==> src/rtl/seg_scan_ctrl.sv <==
// N-digit multiplexed 7-segment scanner with double-buffered digits, per-digit blank/blink and frame tick.
// Optional leading-zero blanking is enabled by defining SEG_SCAN_LZB_EN.
module seg_scan_ctrl #(
    parameter int NDIG         = 4,
    parameter int SCAN_CNT     = 100000,
    parameter int BLINK_FRAMES = 32
) (
    input  logic                clk,
    input  logic                rst,
    input  logic [4*NDIG-1:0]   hexs,
    input  logic [NDIG-1:0]     points,
    input  logic [NDIG-1:0]     les,
    input  logic [NDIG-1:0]     blink,
    input  logic                load,
    output logic                pend,
    output logic                frame_tick,
    output logic [NDIG-1:0]     AN,
    output logic [7:0]          SEGMENT
);

    localparam int PW = (SCAN_CNT > 1) ? $clog2(SCAN_CNT) : 1;
    localparam int IW = (NDIG > 1) ? $clog2(NDIG) : 1;
    localparam int BW = (BLINK_FRAMES > 1) ? $clog2(BLINK_FRAMES) : 1;

    localparam logic [PW-1:0] PRESC_LAST = PW'(SCAN_CNT - 1);
    localparam logic [IW-1:0] IDX_LAST   = IW'(NDIG - 1);
    localparam logic [BW-1:0] BLINK_LAST = BW'(BLINK_FRAMES - 1);

    logic [PW-1:0]      r_presc;
    logic [IW-1:0]      r_idx;
    logic [4*NDIG-1:0]  r_pend_hex;
    logic [NDIG-1:0]    r_pend_pts;
    logic [NDIG-1:0]    r_pend_les;
    logic [NDIG-1:0]    r_pend_blk;
    logic [4*NDIG-1:0]  r_disp_hex;
    logic [NDIG-1:0]    r_disp_pts;
    logic [NDIG-1:0]    r_disp_les;
    logic [NDIG-1:0]    r_disp_blk;
    logic               r_pend;
    logic               r_phase;
    logic [BW-1:0]      r_bcnt;
    logic               r_frame_tick;
    logic [NDIG-1:0]    r_an;
    logic [7:0]         r_seg;

    logic               w_tick;
    logic               w_wrap;
    logic [3:0]         w_hex;
    logic               w_pt;
    logic               w_le;
    logic               w_bl;
    logic               w_lz;
    logic               w_blank;
    logic [NDIG-1:0]    w_lzb;

    // Pin-level (active-low) g..a pattern for one hex nibble.
    function automatic logic [6:0] seg_decode(input logic [3:0] h);
        logic [6:0] s;
        case (h)
            4'h0: s = 7'h40;
            4'h1: s = 7'h79;
            4'h2: s = 7'h24;
            4'h3: s = 7'h30;
            4'h4: s = 7'h19;
            4'h5: s = 7'h12;
            4'h6: s = 7'h02;
            4'h7: s = 7'h78;
            4'h8: s = 7'h00;
            4'h9: s = 7'h10;
            4'hA: s = 7'h08;
            4'hB: s = 7'h03;
            4'hC: s = 7'h46;
            4'hD: s = 7'h21;
            4'hE: s = 7'h06;
            default: s = 7'h0E;
        endcase
        return s;
    endfunction

    assign w_tick = (r_presc == PRESC_LAST);
    assign w_wrap = w_tick && (r_idx == IDX_LAST);

`ifdef SEG_SCAN_LZB_EN
    // A digit is a leading zero when it and every digit above it are zero; digit 0 always shows.
    always_comb begin
        logic v_zero;
        w_lzb  = '0;
        v_zero = 1'b1;
        for (int i = NDIG - 1; i >= 1; i--) begin
            v_zero   = v_zero & (r_disp_hex[4*i +: 4] == 4'h0);
            w_lzb[i] = v_zero;
        end
    end
`else
    assign w_lzb = '0;
`endif

    always_comb begin
        w_hex = 4'h0;
        w_pt  = 1'b0;
        w_le  = 1'b0;
        w_bl  = 1'b0;
        w_lz  = 1'b0;
        for (int i = 0; i < NDIG; i++) begin
            if (r_idx == IW'(i)) begin
                w_hex = r_disp_hex[4*i +: 4];
                w_pt  = r_disp_pts[i];
                w_le  = r_disp_les[i];
                w_bl  = r_disp_blk[i];
                w_lz  = w_lzb[i];
            end
        end
    end

    assign w_blank = w_le | (w_bl & r_phase) | w_lz;

    always_ff @(posedge clk) begin
        if (rst) begin
            r_presc      <= '0;
            r_idx        <= '0;
            r_pend_hex   <= '0;
            r_pend_pts   <= '0;
            r_pend_les   <= '0;
            r_pend_blk   <= '0;
            r_disp_hex   <= '0;
            r_disp_pts   <= '0;
            r_disp_les   <= '0;
            r_disp_blk   <= '0;
            r_pend       <= 1'b0;
            r_phase      <= 1'b0;
            r_bcnt       <= '0;
            r_frame_tick <= 1'b0;
            r_an         <= '1;
            r_seg        <= 8'hFF;
        end else begin
            r_presc <= w_tick ? '0 : r_presc + 1'b1;
            if (w_tick) begin
                r_idx <= (r_idx == IDX_LAST) ? '0 : r_idx + 1'b1;
            end
            r_frame_tick <= w_wrap;

            // Commit takes the pending buffer as it stood before any same-cycle load.
            if (w_wrap) begin
                if (r_pend) begin
                    r_disp_hex <= r_pend_hex;
                    r_disp_pts <= r_pend_pts;
                    r_disp_les <= r_pend_les;
                    r_disp_blk <= r_pend_blk;
                end
                if (r_bcnt == BLINK_LAST) begin
                    r_bcnt  <= '0;
                    r_phase <= ~r_phase;
                end else begin
                    r_bcnt <= r_bcnt + 1'b1;
                end
            end

            if (load) begin
                r_pend_hex <= hexs;
                r_pend_pts <= points;
                r_pend_les <= les;
                r_pend_blk <= blink;
                r_pend     <= 1'b1;
            end else if (w_wrap) begin
                r_pend <= 1'b0;
            end

            r_an  <= ~(NDIG'(1) << r_idx);
            r_seg <= w_blank ? 8'hFF : {~w_pt, seg_decode(w_hex)};
        end
    end

    assign pend       = r_pend;
    assign frame_tick = r_frame_tick;
    assign AN         = r_an;
    assign SEGMENT    = r_seg;

endmodule

==> config.mk <==
export PLATFORM = sky130hd
export DESIGN_NAME = seg_scan_ctrl
export DESIGN_NICKNAME = d
export VERILOG_FILES = /design/src/rtl/seg_scan_ctrl.sv
export SDC_FILE = /design/constraint.sdc
export NUM_CORES = 1
export LEC_CHECK = 0
export BUFFER_PORTS_ARGS = -buffer_cell sky130_fd_sc_hd__buf_2
export CAP_MARGIN = 10
export CORE_MARGIN = 5
export CORE_UTILIZATION = 40
export CTS_CLUSTER_DIAMETER = 30
export DETAILED_ROUTE_END_ITERATION = 12
export GPL_TIMING_DRIVEN = 0
export MAX_ROUTING_LAYER = met4
export RECOVER_POWER = 50
export SLEW_MARGIN = 30
export SYNTH_ARGS = -nofsm -noshare
export SYNTH_HDL_FRONTEND = slang
export SYNTH_SLANG_ARGS = --single-unit
==> constraint.sdc <==
create_clock -name clk -period 6.8 [get_ports clk]
set_clock_uncertainty 0.15 [all_clocks]
set_input_delay 0.68 -clock clk [delete_from_list [all_inputs] [get_ports clk]]
set_output_delay 0.68 -clock clk [all_outputs]
set_load 0.02 [all_outputs]
==> report_table.html <==
<table>
<tr><th>Metric</th><th>Value</th></tr>
<tr><th colspan="2">Yosys</th></tr>
<tr><td>Post-synthesis cell area</td><td>0.003956 mm^2</td></tr>
<tr><td>Sequential element share of the synthesized area</td><td>0.4807</td></tr>
<tr><td>Commonest register cell after synthesis</td><td>dfxtp_1</td></tr>
<tr><td>Cell count after synthesis</td><td>443</td></tr>
<tr><td>Cell types occupying the most area after synthesis</td><td>dfxtp_1 (48%), mux2i_1 (8.3%), nand2_1 (7.1%)</td></tr>
<tr><td>Syn Area/Cell</td><td>8.931 um^2</td></tr>
<tr><td>Area share of the leading cell type in the synthesized netlist</td><td>0.4807</td></tr>
<tr><td>Most numerous cell types in the synthesized netlist</td><td>dfxtp_1 (95), nand2_1 (75), nor2_1 (60)</td></tr>
<tr><td>Dominant cell type by area after synthesis</td><td>dfxtp_1</td></tr>
<tr><td>Seq cells post-synth</td><td>95</td></tr>
<tr><td>Distinct cell type count of the synthesized netlist</td><td>46</td></tr>
<tr><td>Post-Synthesis Net Count</td><td>487</td></tr>
<tr><td>FFs w/ async S/R, synth</td><td>0</td></tr>
<tr><td>Yosys warning count</td><td>0</td></tr>
<tr><td>Leading cell type by number of instances after synthesis</td><td>dfxtp_1</td></tr>
<tr><td>Number of flops mapped to enable cells by yosys</td><td>0</td></tr>
<tr><th colspan="2">Clock tree</th></tr>
<tr><td>Buffer depth of the longest clock path</td><td>2</td></tr>
<tr><td>Total of cells resized after clock tree synthesis</td><td>0</td></tr>
<tr><td>Clock latency reported for the late side of the worst-skew pair</td><td>360 ps</td></tr>
<tr><td>Number of buffers created by CTS</td><td>9</td></tr>
<tr><td>Post-CTS Repair Setup Buffers</td><td>0</td></tr>
<tr><td>Number of clock sinks seen by CTS</td><td>95</td></tr>
<tr><td>Number of hold buffers added after cts</td><td>0</td></tr>
<tr><td>CTS clock-pin slew for the worst setup and hold paths</td><td>90 ps</td></tr>
<tr><td>Clk Tree Root Cell</td><td>clkbuf_8</td></tr>
<tr><td>H-tree lvl count</td><td>3</td></tr>
<tr><td>CTS tree</td><td>done</td></tr>
<tr><th colspan="2">GRT</th></tr>
<tr><td>Pin count of the biggest net entering global routing</td><td>17</td></tr>
<tr><td>Vias in the first global route</td><td>3,002</td></tr>
<tr><td>Aggregate global routing overflow</td><td>0</td></tr>
<tr><td>Number of antenna violations at the first check in global routing</td><td>0</td></tr>
<tr><td>Wire length of the first global-routing pass</td><td>13,880 um</td></tr>
<tr><td>Global router's overall resource usage</td><td>0.1513</td></tr>
<tr><th colspan="2">Final layout</th></tr>
<tr><td>Share of layout cells above drive strength 1</td><td>0.1158</td></tr>
<tr><td>N_diodes</td><td>0</td></tr>
<tr><td>Layout-stage area growth over the synthesis result</td><td>14.36%</td></tr>
<tr><td>FILL cells</td><td>983</td></tr>
<tr><td>Total number of nets in the final design</td><td>540</td></tr>
<tr><th colspan="2">STA</th></tr>
<tr><td>Post-route fraction of the period consumed by the critical path</td><td>0.3978</td></tr>
<tr><td>Worst hold slack</td><td>297.0 ps</td></tr>
<tr><td>Clock period minus final worst setup slack</td><td>2705 ps</td></tr>
<tr><td>Remaining max-slew budget at the tightest pin</td><td>0.4939</td></tr>
<tr><td>Aggregate negative setup slack</td><td>0 ps</td></tr>
<tr><td>Count of pins over their slew limit</td><td>0</td></tr>
<tr><td>Slew at the pin closest to its max-slew limit</td><td>759.1 ps</td></tr>
<tr><td>Final Hold Viols</td><td>0</td></tr>
<tr><td>RSZ-0062 raised after global routing</td><td>no</td></tr>
<tr><td>Highest clock frequency the design can meet</td><td>369.7 MHz</td></tr>
<tr><td>Count of endpoints failing setup in the final report</td><td>0</td></tr>
<tr><th colspan="2">Die</th></tr>
<tr><td>Horizontal die dimension</td><td>109.5 um</td></tr>
<tr><td>Core area</td><td>0.009729 mm^2</td></tr>
<tr><td>Number of ports placed on the die boundary</td><td>45</td></tr>
<tr><td>Starting density of the core</td><td>0.4066</td></tr>
<tr><td>Rows</td><td>36</td></tr>
<tr><td>Die Height</td><td>109.5 um</td></tr>
<tr><td>Overall die area</td><td>0.01198 mm^2</td></tr>
<tr><th colspan="2">Setup path</th></tr>
<tr><td>Slowest cell on the critical path</td><td>a221o_1</td></tr>
<tr><td>Max incr delay on CP</td><td>430 ps</td></tr>
<tr><td>Arrival time reported for the critical path endpoint</td><td>2760 ps</td></tr>
<tr><td>Critical Path Sink Type</td><td>register</td></tr>
<tr><td>Maximum fanout encountered on the critical timing path</td><td>10</td></tr>
<tr><td>Class of the most critical setup path</td><td>reg2reg</td></tr>
<tr><td>Required arrival time at the worst endpoint</td><td>6860 ps</td></tr>
<tr><td>Cell seen most often among critical-path stages</td><td>ha_1</td></tr>
<tr><td>Startpoint types</td><td>register</td></tr>
<tr><td>Cells along the critical path</td><td>ha_1, buf_2, clkbuf_1, a221o_1, inv_1, ha_1, mux2_2, nand2_1, o211ai_1</td></tr>
<tr><th colspan="2">Route</th></tr>
<tr><td>Vias/cell</td><td>4.953</td></tr>
<tr><td>Detailed-route wire length per cell</td><td>13.19 um</td></tr>
<tr><td>Residual DRC count</td><td>0</td></tr>
<tr><td>Wirelength, routed</td><td>8362 um</td></tr>
<tr><td>Router iterations before antenna repair</td><td>4</td></tr>
<tr><td>Antenna-violating nets left</td><td>0</td></tr>
<tr><td>DR iter-0 viols</td><td>135</td></tr>
<tr><td>Routed via count</td><td>3,140</td></tr>
<tr><th colspan="2">Pwr</th></tr>
<tr><td>Maximum vdd ir drop</td><td>145.1 uV</td></tr>
<tr><td>Pwr/cell area</td><td>230.5 mW/mm^2</td></tr>
<tr><td>Static power due to leakage</td><td>0.001789 uW</td></tr>
<tr><th colspan="2">Run status</th></tr>
<tr><td>Run status</td><td>completed</td></tr>
<tr><th colspan="2">Hold path</th></tr>
<tr><td>Class of the most critical hold timing path</td><td>reg2reg</td></tr>
<tr><th colspan="2">Placed design</th></tr>
<tr><td>Final HPWL DP</td><td>6152 um</td></tr>
<tr><td>Final weighted congestion in routability-driven placement</td><td>0.8021</td></tr>
<tr><td>Count of input and output buffers</td><td>42</td></tr>
<tr><th colspan="2">Job</th></tr>
<tr><td>Max-Cap Viols</td><td>0</td></tr>
</table>
## where the power goes
group | internal [uW] | switching (uW)
combinational | 21.3 | 28.6
clock | 219 | 197
sequential | 570 | 7.20
## placed cells by master, fill, tap and decap left out, types with 3 or more instances in the layout
cell      netlist  final
dfxtp_1        95     95
nand2_1        75     76
nor2_1         60     60
a21oi_1        38     38
mux2i_1        33     33
buf_2           5     32
clkbuf_1       12     30
ha_1           13     13
inv_1          12     12
clkbuf_8        0     10
xor2_1          8      8
nand3_1         7      7
o21ai_0         7      7
nor3_1          7      7
xnor2_1         6      6
and3_1          5      5
nand2b_1        5      5
nand3b_1        4      4
a211oi_1        3      3
nor3b_1         3      3
nor2b_1         3      3
buf_4           5      3
or3_1           3      3
nand4_1         3      3
## routing by layer
| metal | vias to the layer above | GRT usage | share of wire |
|---|---|---|---|
| li1 | 1604 | - | - |
| met1 | 1457 | 0.1935 | 0.48 |
| met3 | 13 | 0.04521 | 0.048 |
| met2 | 66 | 0.2297 | 0.45 |
| met4 | 0 | 0.04898 | 0.015 |
| met5 | - | - | 0 |
## cell families after synthesis
| logic type | share of synthesized area |
|---|---|
| xor gates and xnor gates | 0.03099 |
| muxes | 0.08634 |
| DFF | 0.4807 |
| AOI/OAI and AO/OA | 0.1022 |
| buffers and inverters | 0.03953 |
| adders and majority gates | 0.04111 |
| and+or+nand+nor | 0.2192 |
## metrics by stage
stage / instance area, um^2 / total power (uW) / instances / setup slack (ps) / utilization
floorplan: 3956 / 621.0 / 443 / 4531 / -
global placement: 4333 / 639.8 / 618 / 4290 / 0.4453
detailed placement: 4333 / 641.6 / 618 / 4204 / 0.4453
CTS: 4561 / 1058 / 634 / 4179 / 0.4688
global route: 4524 / 1088 / 634 / 3939 / 0.4650
finish: 4524 / 1043 / 634 / 4095 / 0.4650
## worst max-delay path: cells and delay by family, from the launching register on
kind	cells	cell delay, ps
flops	1	410
fa+ha+maj	2	420
buf+inv	3	720
simple gates	1	60
compound gates	2	520
mux	1	280
## path summary, 6_finish.rpt
kind	startpoint	endpoint	slack (ps)	cells past startpoint
worst min-delay path	r_presc[0]$_SDFF_PP0_	r_presc[0]$_SDFF_PP0_	300	1
worst max-delay path	r_idx[0]$_SDFFE_PP0N_	SEGMENT[5]$_SDFF_PP1_	4100	9
worst max register to register	r_idx[0]$_SDFFE_PP0N_	SEGMENT[5]$_SDFF_PP1_	4100	9
worst min register to register	r_presc[0]$_SDFF_PP0_	r_presc[0]$_SDFF_PP0_	300	1
## registers in the layout, indices dropped and copies added, names as in the netlist
| register | count |
|---|---|
| r_phase | 1 |
| pend | 1 |
| r_disp_pts | 4 |
| r_pend_blk | 4 |
| AN | 4 |
| r_disp_les | 4 |
| r_pend_les | 4 |
| r_disp_blk | 4 |
| r_idx | 2 |
| r_pend_pts | 4 |
| r_presc | 17 |
| r_pend_hex | 16 |
| r_disp_hex | 16 |
| SEGMENT | 8 |
| r_bcnt | 5 |
| frame_tick | 1 |
## layout make-up
| type | count | area [um^2] | area share |
|---|---|---|---|
| Inverter | 12 | 45.04 | 0.009956 |
| Buffer | 23 | 102.6 | 0.02268 |
| Clock buffer | 10 | 137.6 | 0.03042 |
| Timing Repair Buffer | 42 | 192.7 | 0.04259 |
| Sequential cell | 95 | 1902 | 0.4204 |
| Multi-Input combinational cell | 313 | 1888 | 0.4173 |
| Clock inverter | 6 | 90.09 | 0.01991 |
| Tap cell | 133 | 166.4 | 0.03678 |
Note: power is estimated with default switching activity, not from simulation.
